**config.mk**
```make
export PLATFORM = sky130hd
export DESIGN_NAME = rf_wb_arbiter
export DESIGN_NICKNAME = d
export VERILOG_FILES = /design/src/rtl/rf_wb_arbiter.sv
export SDC_FILE = /design/constraint.sdc
export NUM_CORES = 1
export LEC_CHECK = 0
export ABC_CLOCK_PERIOD_IN_PS = 5400
export CORE_AREA = 10 10 122 124
export DETAILED_ROUTE_END_ITERATION = 12
export DIE_AREA = 0 0 132 134
export GPL_TIMING_DRIVEN = 0
export PLACE_DENSITY = 0.66
export SYNTH_ARGS = -nofsm -noshare
export SYNTH_HDL_FRONTEND = slang
export SYNTH_SLANG_ARGS = --single-unit
```
**constraint.sdc**
```tcl
create_clock -name clk -period 5.4 [get_ports clk]
set_clock_uncertainty 0.15 [all_clocks]
set_input_delay 1.08 -clock clk [delete_from_list [all_inputs] [get_ports clk]]
set_output_delay 1.08 -clock clk [all_outputs]
set_load 0.05 [all_outputs]
```
**src/rtl/rf_wb_arbiter.sv**
```systemverilog
// rf_wb_arbiter
//   Write-back arbiter and hazard scoreboard for the register file's single
//   write port. The ALU and LSU compete for the port. The LSU normally wins.
//   After STARVE_MAX consecutive ALU denials, the ALU is forced through.
//   The granted result is registered onto we3/a3/wd3.
//   A busy mask over x1..x31 stalls the issue stage on RAW/WAW hazards
//   until the producing write lands.
//
//   Optional feature: define RF_WB_BYPASS_EN to enable the bypass outputs.
//   When enabled, the source-operand stall terms for the register being
//   written this cycle are masked.
//
// Ports
//   clk, rst_n                       clock (rising edge), async active-low reset
//   issue_valid/rd/rs1/rs2           issuing instruction
//   issue_stall                      combinational: instruction must not issue
//   alu_valid/rd/data, alu_ready     ALU write request and grant
//   lsu_valid/rd/data, lsu_ready     LSU write request and grant
//   we3, a3, wd3                     registered register-file write port
//   byp1_hit, byp2_hit, byp_data     bypass for rs1/rs2 (0 without bypass)
module rf_wb_arbiter #(
  parameter int XLEN       = 32,
  parameter int STARVE_MAX = 4
) (
  input  logic            clk,
  input  logic            rst_n,
  input  logic            issue_valid,
  input  logic [4:0]      issue_rd,
  input  logic [4:0]      issue_rs1,
  input  logic [4:0]      issue_rs2,
  output logic            issue_stall,
  input  logic            alu_valid,
  input  logic [4:0]      alu_rd,
  input  logic [XLEN-1:0] alu_data,
  output logic            alu_ready,
  input  logic            lsu_valid,
  input  logic [4:0]      lsu_rd,
  input  logic [XLEN-1:0] lsu_data,
  output logic            lsu_ready,
  output logic            we3,
  output logic [4:0]      a3,
  output logic [XLEN-1:0] wd3,
  output logic            byp1_hit,
  output logic            byp2_hit,
  output logic [XLEN-1:0] byp_data
);

  localparam logic [3:0] STARVE_LIM = 4'(STARVE_MAX);

  logic [3:0]      starve_q, starve_d;
  logic            we3_q, we3_d;
  logic [4:0]      a3_q, a3_d;
  logic [XLEN-1:0] wd3_q, wd3_d;
  logic [31:0]     busy_q, busy_d;

  logic            force_alu;
  logic            accept;
  logic [4:0]      sel_rd;
  logic [XLEN-1:0] sel_data;
  logic [31:0]     clr_vec;
  logic [31:0]     set_vec;
  logic [31:0]     src_busy;

  assign we3 = we3_q;
  assign a3  = a3_q;
  assign wd3 = wd3_q;

  // Arbitration: the LSU wins unless the ALU has been starved to the limit.
  always_comb begin
    force_alu = (starve_q == STARVE_LIM);
    lsu_ready = lsu_valid && !(alu_valid && force_alu);
    alu_ready = alu_valid && !lsu_ready;
    accept    = alu_ready || lsu_ready;
    sel_rd    = lsu_ready ? lsu_rd   : alu_rd;
    sel_data  = lsu_ready ? lsu_data : alu_data;
    starve_d  = (alu_valid && !alu_ready) ? starve_q + 4'd1 : 4'd0;
  end

  // Commit: a3/wd3 hold their values when nothing is accepted.
  // A request to x0 is consumed but never raises we3.
  always_comb begin
    we3_d = accept && (sel_rd != 5'd0);
    a3_d  = accept ? sel_rd   : a3_q;
    wd3_d = accept ? sel_data : wd3_q;
  end

  // Scoreboard
  always_comb begin
    clr_vec = we3_q ? (32'd1 << a3_q) : 32'd0;
`ifdef RF_WB_BYPASS_EN
    // The register being written this cycle is forwarded, so it does not
    // block source operands. The destination (WAW) term still sees it.
    src_busy = busy_q & ~clr_vec;
    byp1_hit = we3_q && (a3_q == issue_rs1) && (a3_q != 5'd0);
    byp2_hit = we3_q && (a3_q == issue_rs2) && (a3_q != 5'd0);
    byp_data = wd3_q;
`else
    src_busy = busy_q;
    byp1_hit = 1'b0;
    byp2_hit = 1'b0;
    byp_data = '0;
`endif
    issue_stall = issue_valid &&
                  (src_busy[issue_rs1] || src_busy[issue_rs2] || busy_q[issue_rd]);
    set_vec = (issue_valid && !issue_stall && (issue_rd != 5'd0)) ?
              (32'd1 << issue_rd) : 32'd0;
    // The set is applied after the clear, so a same-edge set of that index wins.
    busy_d = ((busy_q & ~clr_vec) | set_vec) & ~32'd1;
  end

  always_ff @(posedge clk or negedge rst_n) begin
    if (!rst_n) begin
      starve_q <= 4'd0;
      we3_q    <= 1'b0;
      a3_q     <= 5'd0;
      wd3_q    <= '0;
      busy_q   <= 32'd0;
    end else begin
      starve_q <= starve_d;
      we3_q    <= we3_d;
      a3_q     <= a3_d;
      wd3_q    <= wd3_d;
      busy_q   <= busy_d;
    end
  end

endmodule

```
Yosys cells after proc, flatten, opt, wreduce, memory -nomap -nowiden
Cells that the tools add are included.
{"block": "op_classes", "addsub": 1, "order_cmp": 3, "n_eq_ne": 1, "n_shift": 2, "muxes": 11, "n_bitwise": 3, "reduce_logical": 17}
{"cell": "2-to-1 mux 32 bit", "n": 3}
{"cell": "<< shifter 1 x 5 -> 32 bit, first input constant", "n": 2}
{"cell": "AND 32 bit", "n": 1}
{"cell": "NOT 32 bit", "n": 1}
{"cell": "OR 32 bit", "n": 1}
{"cell": "less-than comparator 5 x 6 -> 1 bit, second input constant", "n": 3}
{"cell": "binary-select mux 1 bit (select 5 bit)", "n": 3}
{"cell": "nonzero test 5 bit", "n": 2}
{"cell": "logical AND 1 bit", "n": 8}
{"cell": "2-to-1 mux 5 bit", "n": 1}
{"cell": "adder 4 x 1 -> 4 bit, second input constant", "n": 1}
{"cell": "equality test 4 x 3 -> 1 bit, second input constant", "n": 1}
{"cell": "logical NOT 1 bit", "n": 4}
{"cell": "2-to-1 mux 4 bit", "n": 1}
{"cell": "logical OR 1 bit", "n": 3}
{"cell": "2-to-1 mux 1 bit", "n": 3}
{"block": "totals", "register_bits": 73, "input_bits": 94}

Depth between registers and ports, before layout
Gate-level depths: netlist of the first run.
{"block": "depth", "ltp_word": 10, "ltp_mapped": 9, "depth_no_buf": 7}

Least setup slack after synthesis of the first run
Ideal clock, no wire load.
{"block": "synth_timing", "kind": "input to output", "from": "input issue_rs1[2]", "to": "output issue_stall", "t_arrival_ps": 3115, "t_required_ps": 4170, "slack_ps": 1055, "stages": 8, "path_cell_list": "clkbuf_1 -> mux4_1 -> mux2_2 -> and3_4 -> a311oi_4 -> nand2_2 -> buf_6 -> o21a_1"}
{"block": "synth_via", "elab_chain_len": 5}
{"item": "start: declaration", "line_no": "29", "source": "input logic [4:0] issue_rs1,"}
{"item": "binary-select mux 1 bit (select 5 bit)", "line_no": "104", "source": "(src_busy[issue_rs1] || src_busy[issue_rs2] || busy_q[issue_rd]);"}
{"item": "2-to-1 mux 1 bit (not written as such)", "line_no": "104"}
{"item": "logical OR 1 bit (2 in a row)", "line_no": "104"}
{"item": "logical AND 1 bit", "line_no": "103", "source": "issue_stall = issue_valid &&"}
{"item": "end: declaration", "line_no": "31", "source": "output logic issue_stall,"}
No other way between the ends. The select of a mux whose other input is x is not followed.

Worst setup path in the final report of the first run
Same ends and word-level chain as after synthesis.

==> results of run 1 <==
## power by group through the flow
| stage | sequential [uW] | combinational, uW | clock, uW |
|---|---|---|---|
| floorplan | 854 | 424 | 0 |
| global placement | 812 | 732 | 0 |
| detailed placement | 817 | 746 | 0 |
| CTS | 809 | 750 | 604 |
| global route | 833 | 811 | 633 |
| finish | 816 | 752 | 591 |
## worst register-to-register path: cells and delay by family, from the launching register on
kind | cells | cell delay (ns)
and+or+nand+nor | 2 | 0.67
AOI/OAI and AO/OA | 3 | 0.66
muxes | 1 | 0.49
DFF | 1 | 0.41
buffers and inverters | 1 | 0.21
## cell usage in the layout, fill, tap and decap left out, types with 3 or more instances in the layout
cell / instances
clkbuf_1: 21
clkdlybuf4s50_1: 124
inv_1: 12
mux4_1: 3
nor2b_1: 6
o21ai_0: 70
conb_1: 34
nor2_1: 14
a311oi_1: 3
o31ai_1: 33
mux2i_1: 49
mux2_2: 4
mux4_2: 12
dfrtp_1: 73
buf_6: 4
buf_4: 35
nand3_1: 12
nand2_1: 51
nand2b_1: 3
clkbuf_16: 9
## state kept, by name, indices dropped and copies added (netlist names)
name,cells
wd3,32
busy_q,31
a3,5
starve_q,4
we3,1
## kinds of logic after synthesis
family                     Yosys count  share of synthesized area
AOI/OAI and AO/OA                  126                      0.178
xor gates and xnor gates             2                    0.00388
adders and majority gates            2                    0.00554
buffers and inverters               74                     0.0967
DFF                                 73                      0.405
muxes                               68                      0.196
other                                1                   0.000830
and+or+nand+nor                    107                      0.114
## layer usage
metal,track usage,part of all wire,vias up
met5,0,0,-
met2,0.276,0.46,202
met1,0.195,0.40,1969
met4,0.0482,0.012,0
li1,-,-,1941
met3,0.0952,0.13,16
## area by class of cell
class,count,share of cell area
plain buffers,62,0.0610
clock buffers,12,0.0398
clock inverters,3,0.00621
inverters,12,0.00699
multi-input cells,339,0.370
flip-flops and latches,73,0.284
well taps,172,0.0334
repair buffers,127,0.199
## worst paths after layout
| kind | endpoint | slack (ns) |
|---|---|---|
| max | issue_stall | 0.15 |
| min | starve_q[0] | 0.33 |
| max reg2reg | busy_q[18] | 2.71 |
| min reg2reg | starve_q[0] | 0.33 |
| max in group asynchronous | wd3[29] | 4.13 |
| min in group asynchronous | wd3[11] | 0.42 |
## per-stage QoR
step | hold slack [ns] | total power (uW) | std cells | setup WS (ns)
floorplan | 0.301 | 1280 | 486 | 1.06
global placement | 0.325 | 1540 | 784 | -0.352
detailed placement | 0.331 | 1560 | 785 | -0.364
CTS | 0.339 | 2160 | 800 | 0.143
global route | 0.346 | 2280 | 800 | 0.00875
finish | 0.333 | 2160 | 800 | 0.152
==> run metrics, run 1 <==
FF+latch area=1830 um2; gr usage total=0.173; period utilisation layout=0.972; sequential area share after synthesis=0.405; DRC Markers=0; post-synth top area cell=dfrtp_1; top post-synthesis cells by count=73 x dfrtp_1, 70 x o21ai_0, 51 x nand2_1; Crit path largest cell delay=0.48 ns; Logic pwr share=0.348; multi-input logic area=2380 um2; GRT overflow=0; row cnt=41; Hold Crit Start=starve_q[0]; WP depth=10; PwrDens=335 nW/um2; clock root buffer=clkbuf_16; slew margin rel.=0.491; post-detail-place hpwl=12.1 mm; Worst Setup SP=issue_rs1[2]; Area Growth Syn to Fin=42.7%; Antenna diodes=0; Critical R2R Launch=busy_q[11]; layout net count=720; Reg power frac=0.378; cell count after synthesis=453; crit path launch type=input port; DRT Pass-1 Iters=5; Crit-path slowest cell=clkdlybuf4s50_1; RSZ-0062 raised after global routing=no; Clock Sinks=73; share of layout cells above drive strength 1=0.127; CTS tree=done; gpl congestion=0.859; Top delay family on crit path=buffers and inverters; P_int=1390 uW; CTS Buf Count=9; Post-Place Cell Area=6140 um2; wire per inst=19.2 um; Die Ht=134 um; Peak VDD IR=0.000173 V; Post-CTS Hold Buffers=0; Max-Cap Viols=0; Synth Register Bits=73; CP endpoint kind=output pin; # H-tree levels=3; number of synthesized flops with an enable pin=0; post-cts sizing count=3; Initial Util=0.362; YS warnings=0; CP Data Arrival Time=4.02 ns; P_leak=0.00276 uW; clk slew on worst S/H paths=0.05 ns; post-CTS setup buffer count=0; Fillers=1,165; status=finished, final reports clean; Avg Cell Area, Syn=9.97 um2; Setup CP Type=in -> out; Die X=132 um; vias in the first global route=4,319; post-layout minimum cycle time=5.25 ns; most frequent cell after synthesis=dfrtp_1; cell area after synthesis=4520 um2; reg2reg path depth=7; worst hold stages=1; Clk network pwr share=0.274; crit-path cells=clkdlybuf4s50_1 > clkbuf_2 > mux4_1 > mux2_2 > and3_4 > a311oi_4 > nand2_2 > buf_6 > o21a_1 > dlygate4sd2_1; Core Area=12,500 um2; Tightest Pin Transition=0.764 ns; Fin. Hold Viols=0; Final Core Density=0.517; WP buf/inv=4; die area=17,700 um2; initial antenna violation count=0; Main synth FF type=dfrtp_1; largest cells by area after synthesis=dfrtp_1 40%, mux2i_1 11%, o21ai_0 7.8%; achievable frequency=191 MHz; clk_lat worst skew=0.33 ns; Buffers on Ports=126; Yosys cell types=54; IO Count=169; Hold WC Path Type=reg -> reg; worst endpoint required time=4.17 ns; Slew Viols, Final=0; Switching Share=0.356; global-route wire length before repair=24.6 mm; final setup fails=0; NetSw=768 uW; top cell type's share of synthesized area=0.405; Iter 0 DRT Violations=353; largest net degree at the start of global routing=67; Post-DRT Antenna Nets=0; Via Count=4,128; Final Cell Area=6440 um2; DRT Wirelength=15.4 mm; vias per cell=5.16; worst-path fanout max=10; Async SR Flop Fraction=1.00; Clock Path Buffers=2; setup TNS=0 ns
No activity file was read; power rests on OpenSTA's default activity.
==> inputs of run 2 (changes only) <==
==> config.mk (replaced) <==
export PLATFORM = sky130hd
export DESIGN_NAME = rf_wb_arbiter
export DESIGN_NICKNAME = d
export VERILOG_FILES = /design/src/rtl/rf_wb_arbiter.sv
export SDC_FILE = /design/constraint.sdc
export NUM_CORES = 1
export LEC_CHECK = 0
export ABC_CLOCK_PERIOD_IN_PS = 5100
export CORE_AREA = 10 10 112 114
export DETAILED_ROUTE_END_ITERATION = 12
export DIE_AREA = 0 0 122 124
export GPL_TIMING_DRIVEN = 0
export PLACE_DENSITY = 0.77
export SYNTH_ARGS = -nofsm -noshare
export SYNTH_HDL_FRONTEND = slang
export SYNTH_SLANG_ARGS = --single-unit
==> constraint.sdc (replaced) <==
create_clock -name clk -period 5.1 [get_ports clk]
set_clock_uncertainty 0.15 [all_clocks]
set_input_delay 1.02 -clock clk [delete_from_list [all_inputs] [get_ports clk]]
set_output_delay 1.02 -clock clk [all_outputs]
set_load 0.05 [all_outputs]
==> run 2 against run 1 <==
Effect of this change:
- count of clock-buffer cells in the layout stayed put
- non-clock buffer count is 1 lower
- clock power is 11% lower
- sequential cell count stayed put
- largest power group unchanged
==> run metrics, run 2 (synthesis results as in run 1) <==
status=finished, final reports clean; Post-Place Cell Area=6070 um2 (-1.2%); IO Count=169 (unchanged); Die X=122 um (-7.6%); worst hold stages=1 (unchanged); FF+latch area=1830 um2 (unchanged); P_leak=0.00271 uW (-1.9%); die area=15,100 um2 (-14%); post-route insts no fill=764 (-4.5%); Hold Crit Start=starve_q[0]; initial antenna violation count=0 (unchanged); CTS tree=done; PwrDens=346 nW/um2 (+3.3%); layout net count=719 (-0.14%); post-layout minimum cycle time=5.04 ns; clock root buffer=clkbuf_8; post-cts sizing count=6 (+3); Initial Util=0.441 (+0.0791); Setup CP Type=in -> out; clk slew on worst S/H paths=0.07 ns (+0.02 ns); worst r2r dst=busy_q[19]; period utilisation layout=0.988; Core Area=10,200 um2 (-18%); CTS Buf Count=9 (unchanged); worst endpoint required time=3.93 ns (-0.24 ns); Post-DRT Antenna Nets=0 (unchanged); Clock Sinks=73 (unchanged); Hold WC Path Type=reg -> reg; WP depth=10 (unchanged); Fillers=868 (-25%); endpoint of the worst hold path=starve_q[0]; CP Data Arrival Time=3.87 ns (-0.15 ns); vias in the first global route=4,386 (+1.6%); Buffers on Ports=126 (unchanged); DRT Pass-1 Iters=5 (unchanged); CP endpoint kind=output pin; Top delay family on crit path=buffers and inverters; Area Growth Syn to Fin=39.7%; WP buf/inv=4 (unchanged); Slew Viols, Final=0 (unchanged); achievable frequency=198 MHz; Max-Cap Viols=0 (unchanged); crit path launch type=input port; most common cell after layout, fill and taps aside=clkdlybuf4s50_1; final setup fails=0 (unchanged); gr usage total=0.203 (+0.0303); Crit path largest cell delay=0.49 ns (about the same); Final Cell Area=6310 um2 (-2.1%); RSZ-0062 raised after global routing=no; post-CTS setup buffer count=0 (unchanged); cell count after placement=748 (-4.7%); commonest non-fill, non-tap cells in the layout=124 x clkdlybuf4s50_1, 73 x dfrtp_1, 70 x o21ai_0, 51 x nand2_1, 49 x mux2i_1; share of layout cells above drive strength 1=0.129 (+0.00159); Die Ht=124 um (-7.5%); Peak VDD IR=0.000186 V (+7.2%); clk_lat worst skew=0.35 ns (+0.02 ns); post-detail-place hpwl=12.4 mm (+2.5%); row cnt=37 (-9.8%); slew margin rel.=0.390 (-0.101); DRT Wirelength=15.5 mm (+0.94%); worst-path fanout max=10 (unchanged); largest net degree at the start of global routing=74 (+10%); GRT overflow=0 (unchanged); Fin. Hold Viols=0 (unchanged); # H-tree levels=3 (unchanged); max reg flops=32 (unchanged); crit-path cells=clkdlybuf4s50_1 > clkbuf_4 > mux4_1 > mux2_2 > and3_4 > a311oi_4 > nand2_2 > buf_6 > o21a_1 > clkdlybuf4s15_2; Via Count=4,175 (+1.1%); Critical R2R Launch=busy_q[9]; Crit-path slowest cell=clkdlybuf4s50_1; Iter 0 DRT Violations=259 (-27%); Clock Path Buffers=2 (unchanged); reg2reg path depth=7 (unchanged); multi-input logic area=2380 um2 (unchanged); DRC Markers=0 (unchanged); global-route wire length before repair=24.0 mm (-2.4%); Post-CTS Hold Buffers=0 (unchanged); wire per inst=20.3 um (+5.7%); gpl congestion=0.922 (+7.3%); Antenna diodes=0 (unchanged); vias per cell=5.46 (+5.9%); R2R Setup Slk=2.34 ns (-0.37 ns); Tightest Pin Transition=0.915 ns (+0.151 ns)
==> run 2: cell count changes in the layout (fill, tap and decap cells not counted), sizes merged <==
cell | previous run | this run
clkinv | 2 | 0
clkinvlp | 0 | 2
buf | 43 | 42
bufinv | 1 | 2
clkdlybuf4s15 | 0 | 1
dlygate4sd2 | 1 | 0
==> run 2: metal layers <==
layer	track usage	vias to the layer above	part of all wire
li1	-	1936	-
met2	0.346	232	0.49
met5	0	-	0
met4	0.0730	0	0.016
met1	0.209	1983	0.35
met3	0.108	24	0.14
==> run 2: how the worst max path moves through the flow <==
| stage | startpoint | to | slack [ns] |
|---|---|---|---|
| 6_report | issue_rs1[2] | issue_stall | 0.06 |
| 3_3_place_gp | issue_rs1[2] | issue_stall | -0.55 |
| 5_1_grt | issue_rs1[2] | issue_stall | 0.001 |
| 3_5_place_dp | issue_rs1[2] | issue_stall | -0.59 |
| 2_1_floorplan | issue_rs1[2] | issue_stall | 0.88 |
| 4_1_cts | issue_rs1[2] | issue_stall | 0.07 |
==> run 2: layout make-up <==
type	instances	area share
Clock buffer	12	0.0246
Clock inverter	4	0.0119
Inverter	12	0.00714
Multi-Input combinational cell	339	0.377
Buffer	62	0.0627
Tap cell	136	0.0270
Sequential cell	73	0.290
Timing Repair Buffer	126	0.200
==> run 2: report_power, final <==
group          leakage (uW)  total, uW  switching [uW]  internal, uW
sequential         0.000882        865             153           712
combinational       0.00172        794             437           357
clock              0.000109        524             221           303
==> run 2: metrics by stage <==
stage | setup slack (ns) | power (uW) | TNS [ns] | hold slack (ns) | util
floorplan | 0.875 | 1350 | 0 | 0.301 | -
global placement | -0.550 | 1630 | -0.550 | 0.324 | 0.593
detailed placement | -0.593 | 1660 | -0.593 | 0.356 | 0.593
CTS | 0.0714 | 2180 | 0 | 0.365 | 0.617
global route | 0.00138 | 2290 | 0 | 0.406 | 0.617
finish | 0.0604 | 2180 | 0 | 0.381 | 0.617
==> inputs of run 3 (changes only) <==
--- a/config.mk
+++ b/config.mk
@@ -14,3 +14,4 @@
 export SYNTH_ARGS = -nofsm -noshare
 export SYNTH_HDL_FRONTEND = slang
 export SYNTH_SLANG_ARGS = --single-unit
+export TNS_END_PERCENT = 10
==> results of run 3 <==
The final DEF is identical to that of run 2; final timing and power are the same.
